`config.mk`:
```
export PLATFORM = sky130hd
export DESIGN_NAME = multicycle_control
export DESIGN_NICKNAME = d
export VERILOG_FILES = /design/src/rtl/mc_pkg.sv /design/src/rtl/mc_output_decode.sv /design/src/rtl/multicycle_control.sv
export SDC_FILE = /design/constraint.sdc
export NUM_CORES = 1
export LEC_CHECK = 0
export CAP_MARGIN = 20
export CORE_MARGIN = 10
export CORE_UTILIZATION = 35
export DETAILED_ROUTE_END_ITERATION = 12
export PLACE_DENSITY = 0.83
export SLEW_MARGIN = 20
export SYNTH_ARGS = -nofsm -noshare
export SYNTH_HDL_FRONTEND = slang
export SYNTH_SLANG_ARGS = --single-unit
```
`constraint.sdc`:
```
create_clock -name clk -period 1.9 [get_ports clk]
set_clock_uncertainty 0.15 [all_clocks]
set_input_delay 0.38 -clock clk [delete_from_list [all_inputs] [get_ports clk]]
set_output_delay 0.38 -clock clk [all_outputs]
set_load 0.005 [all_outputs]
```
`src/rtl/mc_pkg.sv`:
```
// Shared encodings for the multicycle MIPS control FSM:
// opcodes, state codes, ALU/mux selects and the control word.
package mc_pkg;

  localparam logic [5:0] OP_R    = 6'b000000;
  localparam logic [5:0] OP_LW   = 6'b100011;
  localparam logic [5:0] OP_SW   = 6'b101011;
  localparam logic [5:0] OP_BEQ  = 6'b000100;
  localparam logic [5:0] OP_J    = 6'b000010;
  localparam logic [5:0] OP_ADDI = 6'b001000;

  typedef enum logic [3:0] {
    ST_IDLE   = 4'd0,
    ST_FETCH  = 4'd1,
    ST_DECODE = 4'd2,
    ST_MEMADR = 4'd3,
    ST_MEMRD  = 4'd4,
    ST_MEMWB  = 4'd5,
    ST_MEMWR  = 4'd6,
    ST_EXEC   = 4'd7,
    ST_ALUWB  = 4'd8,
    ST_BRANCH = 4'd9,
    ST_JUMP   = 4'd10,
    ST_ADDIEX = 4'd11,
    ST_ADDIWB = 4'd12
  } state_e;

  localparam logic [1:0] ALU_ADD   = 2'b00;
  localparam logic [1:0] ALU_SUB   = 2'b01;
  localparam logic [1:0] ALU_FUNCT = 2'b10;

  localparam logic [1:0] SRCB_B      = 2'b00;
  localparam logic [1:0] SRCB_FOUR   = 2'b01;
  localparam logic [1:0] SRCB_IMM    = 2'b10;
  localparam logic [1:0] SRCB_IMM_SH = 2'b11;

  localparam logic [1:0] PC_ALU    = 2'b00;
  localparam logic [1:0] PC_ALUOUT = 2'b01;
  localparam logic [1:0] PC_JUMP   = 2'b10;

  typedef struct packed {
    logic       pc_write;
    logic       pc_write_cond;
    logic       i_or_d;
    logic       mem_read;
    logic       mem_write;
    logic       ir_write;
    logic       mem_to_reg;
    logic       reg_dst;
    logic       reg_write;
    logic       alu_src_a;
    logic [1:0] alu_src_b;
    logic [1:0] alu_op;
    logic [1:0] pc_source;
  } ctrl_t;

endpackage

```
`src/rtl/mc_output_decode.sv`:
```
// State (+ mem_ready) to control word; Moore except FETCH pc/ir load.
// Ports: state, mem_ready in; ctrl out. Macro: MULTICYCLE_CONTROL_ADDI_EN.
module mc_output_decode
  import mc_pkg::*;
(
  input  state_e state,
  input  logic   mem_ready,
  output ctrl_t  ctrl
);

  always_comb begin
    ctrl = '0;
    unique case (state)
      ST_FETCH: begin
        ctrl.mem_read  = 1'b1;
        ctrl.alu_src_b = SRCB_FOUR;
        ctrl.alu_op    = ALU_ADD;
        ctrl.pc_source = PC_ALU;
        ctrl.pc_write  = mem_ready;
        ctrl.ir_write  = mem_ready;
      end
      ST_DECODE: begin
        ctrl.alu_src_b = SRCB_IMM_SH;
        ctrl.alu_op    = ALU_ADD;
      end
      ST_MEMADR: begin
        ctrl.alu_src_a = 1'b1;
        ctrl.alu_src_b = SRCB_IMM;
        ctrl.alu_op    = ALU_ADD;
      end
      ST_MEMRD: begin
        ctrl.mem_read = 1'b1;
        ctrl.i_or_d   = 1'b1;
      end
      ST_MEMWB: begin
        ctrl.reg_write  = 1'b1;
        ctrl.mem_to_reg = 1'b1;
      end
      ST_MEMWR: begin
        ctrl.mem_write = 1'b1;
        ctrl.i_or_d    = 1'b1;
      end
      ST_EXEC: begin
        ctrl.alu_src_a = 1'b1;
        ctrl.alu_src_b = SRCB_B;
        ctrl.alu_op    = ALU_FUNCT;
      end
      ST_ALUWB: begin
        ctrl.reg_write = 1'b1;
        ctrl.reg_dst   = 1'b1;
      end
      ST_BRANCH: begin
        ctrl.alu_src_a     = 1'b1;
        ctrl.alu_src_b     = SRCB_B;
        ctrl.alu_op        = ALU_SUB;
        ctrl.pc_write_cond = 1'b1;
        ctrl.pc_source     = PC_ALUOUT;
      end
      ST_JUMP: begin
        ctrl.pc_write  = 1'b1;
        ctrl.pc_source = PC_JUMP;
      end
`ifdef MULTICYCLE_CONTROL_ADDI_EN
      ST_ADDIEX: begin
        ctrl.alu_src_a = 1'b1;
        ctrl.alu_src_b = SRCB_IMM;
        ctrl.alu_op    = ALU_ADD;
      end
      ST_ADDIWB: begin
        ctrl.reg_write = 1'b1;
      end
`endif
      default: ctrl = '0;
    endcase
  end

endmodule

```
`src/rtl/multicycle_control.sv`:
```
// Multicycle MIPS main control FSM: state register + next state.
// Ports: clk, rst_n, op, mem_ready in; datapath controls,
// illegal_op, state out. Macro: MULTICYCLE_CONTROL_ADDI_EN.
module multicycle_control
  import mc_pkg::*;
(
  input  logic       clk,
  input  logic       rst_n,
  input  logic [5:0] op,
  input  logic       mem_ready,
  output logic       pc_write,
  output logic       pc_write_cond,
  output logic       i_or_d,
  output logic       mem_read,
  output logic       mem_write,
  output logic       ir_write,
  output logic       mem_to_reg,
  output logic       reg_dst,
  output logic       reg_write,
  output logic       alu_src_a,
  output logic [1:0] alu_src_b,
  output logic [1:0] alu_op,
  output logic [1:0] pc_source,
  output logic       illegal_op,
  output logic [3:0] state
);

  state_e state_q;
  state_e state_d;
  ctrl_t  ctrl;

  always_ff @(posedge clk or negedge rst_n) begin
    if (!rst_n) state_q <= ST_IDLE;
    else        state_q <= state_d;
  end

  always_comb begin
    state_d    = state_q;
    illegal_op = 1'b0;
    unique case (state_q)
      ST_IDLE:  state_d = ST_FETCH;
      ST_FETCH: if (mem_ready) state_d = ST_DECODE;
      ST_DECODE: begin
        unique case (1'b1)
          (op == OP_LW),
          (op == OP_SW):  state_d = ST_MEMADR;
          (op == OP_R):   state_d = ST_EXEC;
          (op == OP_BEQ): state_d = ST_BRANCH;
          (op == OP_J):   state_d = ST_JUMP;
`ifdef MULTICYCLE_CONTROL_ADDI_EN
          (op == OP_ADDI): state_d = ST_ADDIEX;
`endif
          default: begin
            state_d    = ST_FETCH;
            illegal_op = 1'b1;
          end
        endcase
      end
      // op only ever holds lw or sw here
      ST_MEMADR: state_d = (op == OP_SW) ? ST_MEMWR : ST_MEMRD;
      ST_MEMRD:  if (mem_ready) state_d = ST_MEMWB;
      ST_MEMWB:  state_d = ST_FETCH;
      ST_MEMWR:  if (mem_ready) state_d = ST_FETCH;
      ST_EXEC:   state_d = ST_ALUWB;
      ST_ALUWB:  state_d = ST_FETCH;
      ST_BRANCH: state_d = ST_FETCH;
      ST_JUMP:   state_d = ST_FETCH;
`ifdef MULTICYCLE_CONTROL_ADDI_EN
      ST_ADDIEX: state_d = ST_ADDIWB;
      ST_ADDIWB: state_d = ST_FETCH;
`endif
      default:   state_d = ST_IDLE;
    endcase
  end

  mc_output_decode u_dec (
    .state     (state_q),
    .mem_ready (mem_ready),
    .ctrl      (ctrl)
  );

  assign pc_write      = ctrl.pc_write;
  assign pc_write_cond = ctrl.pc_write_cond;
  assign i_or_d        = ctrl.i_or_d;
  assign mem_read      = ctrl.mem_read;
  assign mem_write     = ctrl.mem_write;
  assign ir_write      = ctrl.ir_write;
  assign mem_to_reg    = ctrl.mem_to_reg;
  assign reg_dst       = ctrl.reg_dst;
  assign reg_write     = ctrl.reg_write;
  assign alu_src_a     = ctrl.alu_src_a;
  assign alu_src_b     = ctrl.alu_src_b;
  assign alu_op        = ctrl.alu_op;
  assign pc_source     = ctrl.pc_source;
  assign state         = state_q;

endmodule

```
Word-level counts from Yosys, hierarchy flattened
Cells that the tools add are included.

cells by class
  equality and inequality tests = 17
  multiplexer cells = 20
  reduce and logical (&&, ||, !) cells = 10

operator list
  kind                count
  $pmux 4 s7          1
  $pmux 4 s5          1
  $eq 4x3->1 const B  4
  $pmux 4 s4          1
  $eq 4x4->1 const B  3
  $eq 6x6->1 const B  2
  $mux 4              3
  $mux 1              11
  $reduce_or 5->1     2
  $eq 4x2->1 const B  2
  $reduce_or 2->1     4
  $eq 6x2->1 const B  1
  $eq 6x3->1 const B  1
  $logic_not 6->1     1
  $ne 2x2->1 const B  3
  $eq 4x1->1 const B  1
  $logic_not 4->1     1
  $pmux 2 s2          1
  $reduce_and 3->1    1
  $reduce_or 3->1     1
  $mux 2              1
  $pmux 1 s2          1

word-level totals
  register bits = 4
  output and inout bits = 21
  logic and storage cells = 48

Logic depth before layout (Yosys ltp)
  depth in word-level cells = 4
  gate-level depth with buffers = 4

By module
A second synthesis with hierarchy kept.

second synthesis, totals
  cell total of the unflattened synthesis = 69
  area total of the unflattened synthesis = 520.5 um^2

by module, submodules not included
  module              times used  cells each  area each (um^2)  sequential area each (um^2)
  multicycle_control  1           37          322.8             100.1
  mc_output_decode    1           32          197.7             0.0

Worst setup path after synthesis
No wires, ideal clock.

  path type = reg-to-output
  from = register state_q[2], in the netlist state[2]
  to = output port illegal_op
  data arrival time = 1.235 ns
  data required time = 1.370 ns
  slack = 0.135 ns
  cell stages (with the launch flop) = 4
  buffers on the path = 1
  path through = dfrtp_1 buf_2 or3_1 nor3_1

between the ends
  cells in the longest elaborated chain, start to end = 2

RTL lines
  what                    line                      text
  from (decl)             multicycle_control.sv:28  state_e state_q;
  from (signal assigned)  multicycle_control.sv:34  else state_q <= state_d;
  $eq 4x2->1              multicycle_control.sv:40  unique case (state_q)
  $mux 1                  multicycle_control.sv:40
  to (decl)               multicycle_control.sv:24  output logic illegal_op,

No other way between the ends.

Worst setup path after layout
  from = input port op[2]
  to = output port illegal_op

between the ends
  cells in the longest elaborated chain, start to end = 4
  elaborated cells on any way between the ends = 8

RTL lines
  what                                line                      text
  from (decl)                         multicycle_control.sv:9   input logic [5:0] op,
  $eq 6x6->1 (tied with other cells)  multicycle_control.sv:45  (op == OP_LW),
  $reduce_or 5->1 (no source line) *  n/a
  $mux 1 *                            multicycle_control.sv:44  unique case (1'b1)
  $mux 1 *                            multicycle_control.sv:40

Mark *: on every way between the ends. The rest lies on a longest branch, timed or not.

==> flow_summary.json <==
{
  "die_area_um2": 3222,
  "grt_use_total": 0.1417,
  "clkTransAtPathRegs_ps": 40,
  "wire_per_inst_um": 17.51,
  "routabilityCongestion": 0.8612,
  "required_ps": 1370,
  "finish.instance_area_um2": 1110,
  "cp-startpoint": "op[2]",
  "routed_wl_um": 2521,
  "viasPerCell": 5.285,
  "avgSynthCellArea_um2": 7.507,
  "rr_worst_depth": 6,
  "drc": 0,
  "grt_pass1_wl_um": 3746,
  "end_kind": "output port",
  "crit_chain": "clkdlybuf4s50_1 -> or2_1 -> nor2_2 -> nor3_2 -> buf_2",
  "finalCritPeriodShare": 1.042,
  "vias": 761,
  "clock.fmax_mhz": 504.9,
  "drv_cap": 0,
  "drv_slew": 0,
  "area_growth_syn_to_layout_pct": 134.7,
  "grt_setup_unrepaired": "true",
  "p_leak_uw": 0.0005476,
  "fin_crit_ps": 1981,
  "diodes": 0,
  "synth_seq_area_share": 0.2116,
  "cts_max_level": 1,
  "slowest_delay_ps": 450,
  "clock_path_buffers": 2,
  "tns_ps": -202.2,
  "irDropWorstVdd_v": 0.0009119,
  "slew_headroom": 0.8162,
  "yosysWarnings": 0,
  "die_x_um": 56.76,
  "place_hpwl_um": 1488,
  "synth_edf_count": 0,
  "setup_ws_ps": -80.74,
  "critical_path_class": "input pin to output port",
  "cp-start-kind": "input pin",
  "outcome": "finished, violations left",
  "slowest_stage": "clkdlybuf4s50_1",
  "pin_count": 30,
  "cts_tree": "yes",
  "violations": "negative setup slack",
  "grt_max_degree": 12,
  "synth_seq_cells": 4,
  "worstMarginPinSlew_ps": 273.6,
  "core_um2": 1285,
  "ys_types": 27,
  "drive_gt1_frac": 0.6202,
  "power.density_nw_per_um2": 1366,
  "die_h_um": 56.76,
  "start_util": 0.3681,
  "ys_async_sr_fraction": 1.000,
  "numCtsBuffers": 3,
  "grt_overflow_total": 0,
  "largest_reg_flops": 4,
  "whs_ps": 201.1,
  "antenna_found_initial": 0,
  "synth_cells": 63,
  "rrSetupSlack_ps": 220,
  "fp-row-count": 13,
  "drtAntennaViolNets": 0,
  "synth_ff_type": "dfrtp_1",
  "final-hold-violation-count": 0,
  "nets": 140,
  "crit_fanout": 3,
  "numClockSinks": 4,
  "setup_violations": 4,
  "synth_nets": 72,
  "synthesis.area_um2": 473.0,
  "first_pass_iters": 4,
  "hp-class": "input pin to asynchronous set/reset pin",
  "reg2reg_from": "state[2]",
  "cts_root_buf": "clkbuf_4",
  "arrival_ps": 1450,
  "clock_latency_ps": 240,
  "port_buffers": 29,
  "dr.first_iter.drc_count": 9,
  "placed_area_um2": 942.2,
  "grt_pass1_vias": 797
}
-- layout make-up --
class	count	area, um^2
repair buffers	68	549.3
multi-input cells	54	419.2
fillers	76	175.2
flip-flops and latches	4	100.1
clock buffers	3	22.52
well taps	15	18.77
-- cells in the mapped netlist, types with 2 or more instances --
cell type   n  area share
a211oi_1    2       0.032
buf_2       4       0.042
dfrtp_1     4        0.21
mux2_2      2       0.048
nand2b_1    7       0.093
nand3_1     2       0.021
nor2_1     12       0.095
nor3_1      6       0.063
o21ai_0     3       0.032
o22ai_2     2       0.053
or3_1       2       0.026
xnor2_1     2       0.037
-- per-stage QoR --
| step | total power, uW | utilization | instances | setup WS, ps |
|---|---|---|---|---|
| global placement | 1086 | 0.7332 | 127 | -509.5 |
| floorplan | 525.7 | - | 63 | 135.1 |
| finish | 1516 | 0.8637 | 144 | -80.74 |
| detailed placement | 1105 | 0.7332 | 127 | -556.1 |
| global route | 1634 | 0.8637 | 144 | -150.5 |
| CTS | 1296 | 0.8101 | 139 | -267.3 |
-- timing repair --
item / in CTS / in global routing
buffers inserted: 9 / 5
setup endpoints to repair: 17 / 20
gates resized for setup: 60 / 37
hold buffers: 0 / 0
endpoints found under the hold margin: 0 / 0
pin swaps: 3 / 4
-- critical path: cells and delay by family --
| kind | cells | cell delay (ps) |
|---|---|---|
| buf+inv | 2 | 580 |
| simple gates | 3 | 490 |
-- power breakdown --
part / total, uW / switching, uW / internal (uW)
combinational: 1250 / 526 / 724
clock: 111 / 40.2 / 71.0
sequential: 155 / 35.9 / 119
-- final timing paths --
kind	to
min in group clk	state[3]
worst max-delay path	illegal_op
worst min-delay path	state[0]
max in group asynchronous	state[2]
worst min register to register	state[3]
worst max register to register	state[0]
-- routing by layer --
layer	track usage	up-vias	wire length, um
li1	-	359	-
met1	0.1388	355	941
met2	0.2602	36	1334
met3	0.04270	11	160
met4	0.07047	0	84
met5	0	-	0
-- cells by family (layout without fill, tap and decap cells) --
| family | after synthesis | after routing | share of synthesized area |
|---|---|---|---|
| AND/OR/NAND/NOR | 38 | 38 | 0.4418 |
| AO/OA/AOI/OAI | 12 | 12 | 0.2037 |
| buffers and inverters | 5 | 71 | 0.05821 |
| flip-flops | 4 | 4 | 0.2116 |
| XOR/XNOR | 2 | 2 | 0.03704 |
| multiplexers | 2 | 2 | 0.04762 |
-- cell usage in the layout (no fill, tap or decap), types with 3 or more instances in the layout --
cell             netlist  routed
buf_2                  4      14
buf_4                  1      28
buf_6                  0      10
clkbuf_2               0       3
clkbuf_4               0       3
clkdlybuf4s50_1        0       7
dfrtp_1                4       4
dlygate4sd2_1          0       3
nand2b_1               7       4
nand2b_4               0       3
nor2_1                12       7
nor2_2                 0       4
nor3_1                 6       3
nor3_2                 0       3
Power figures use the tool's default switching activity.
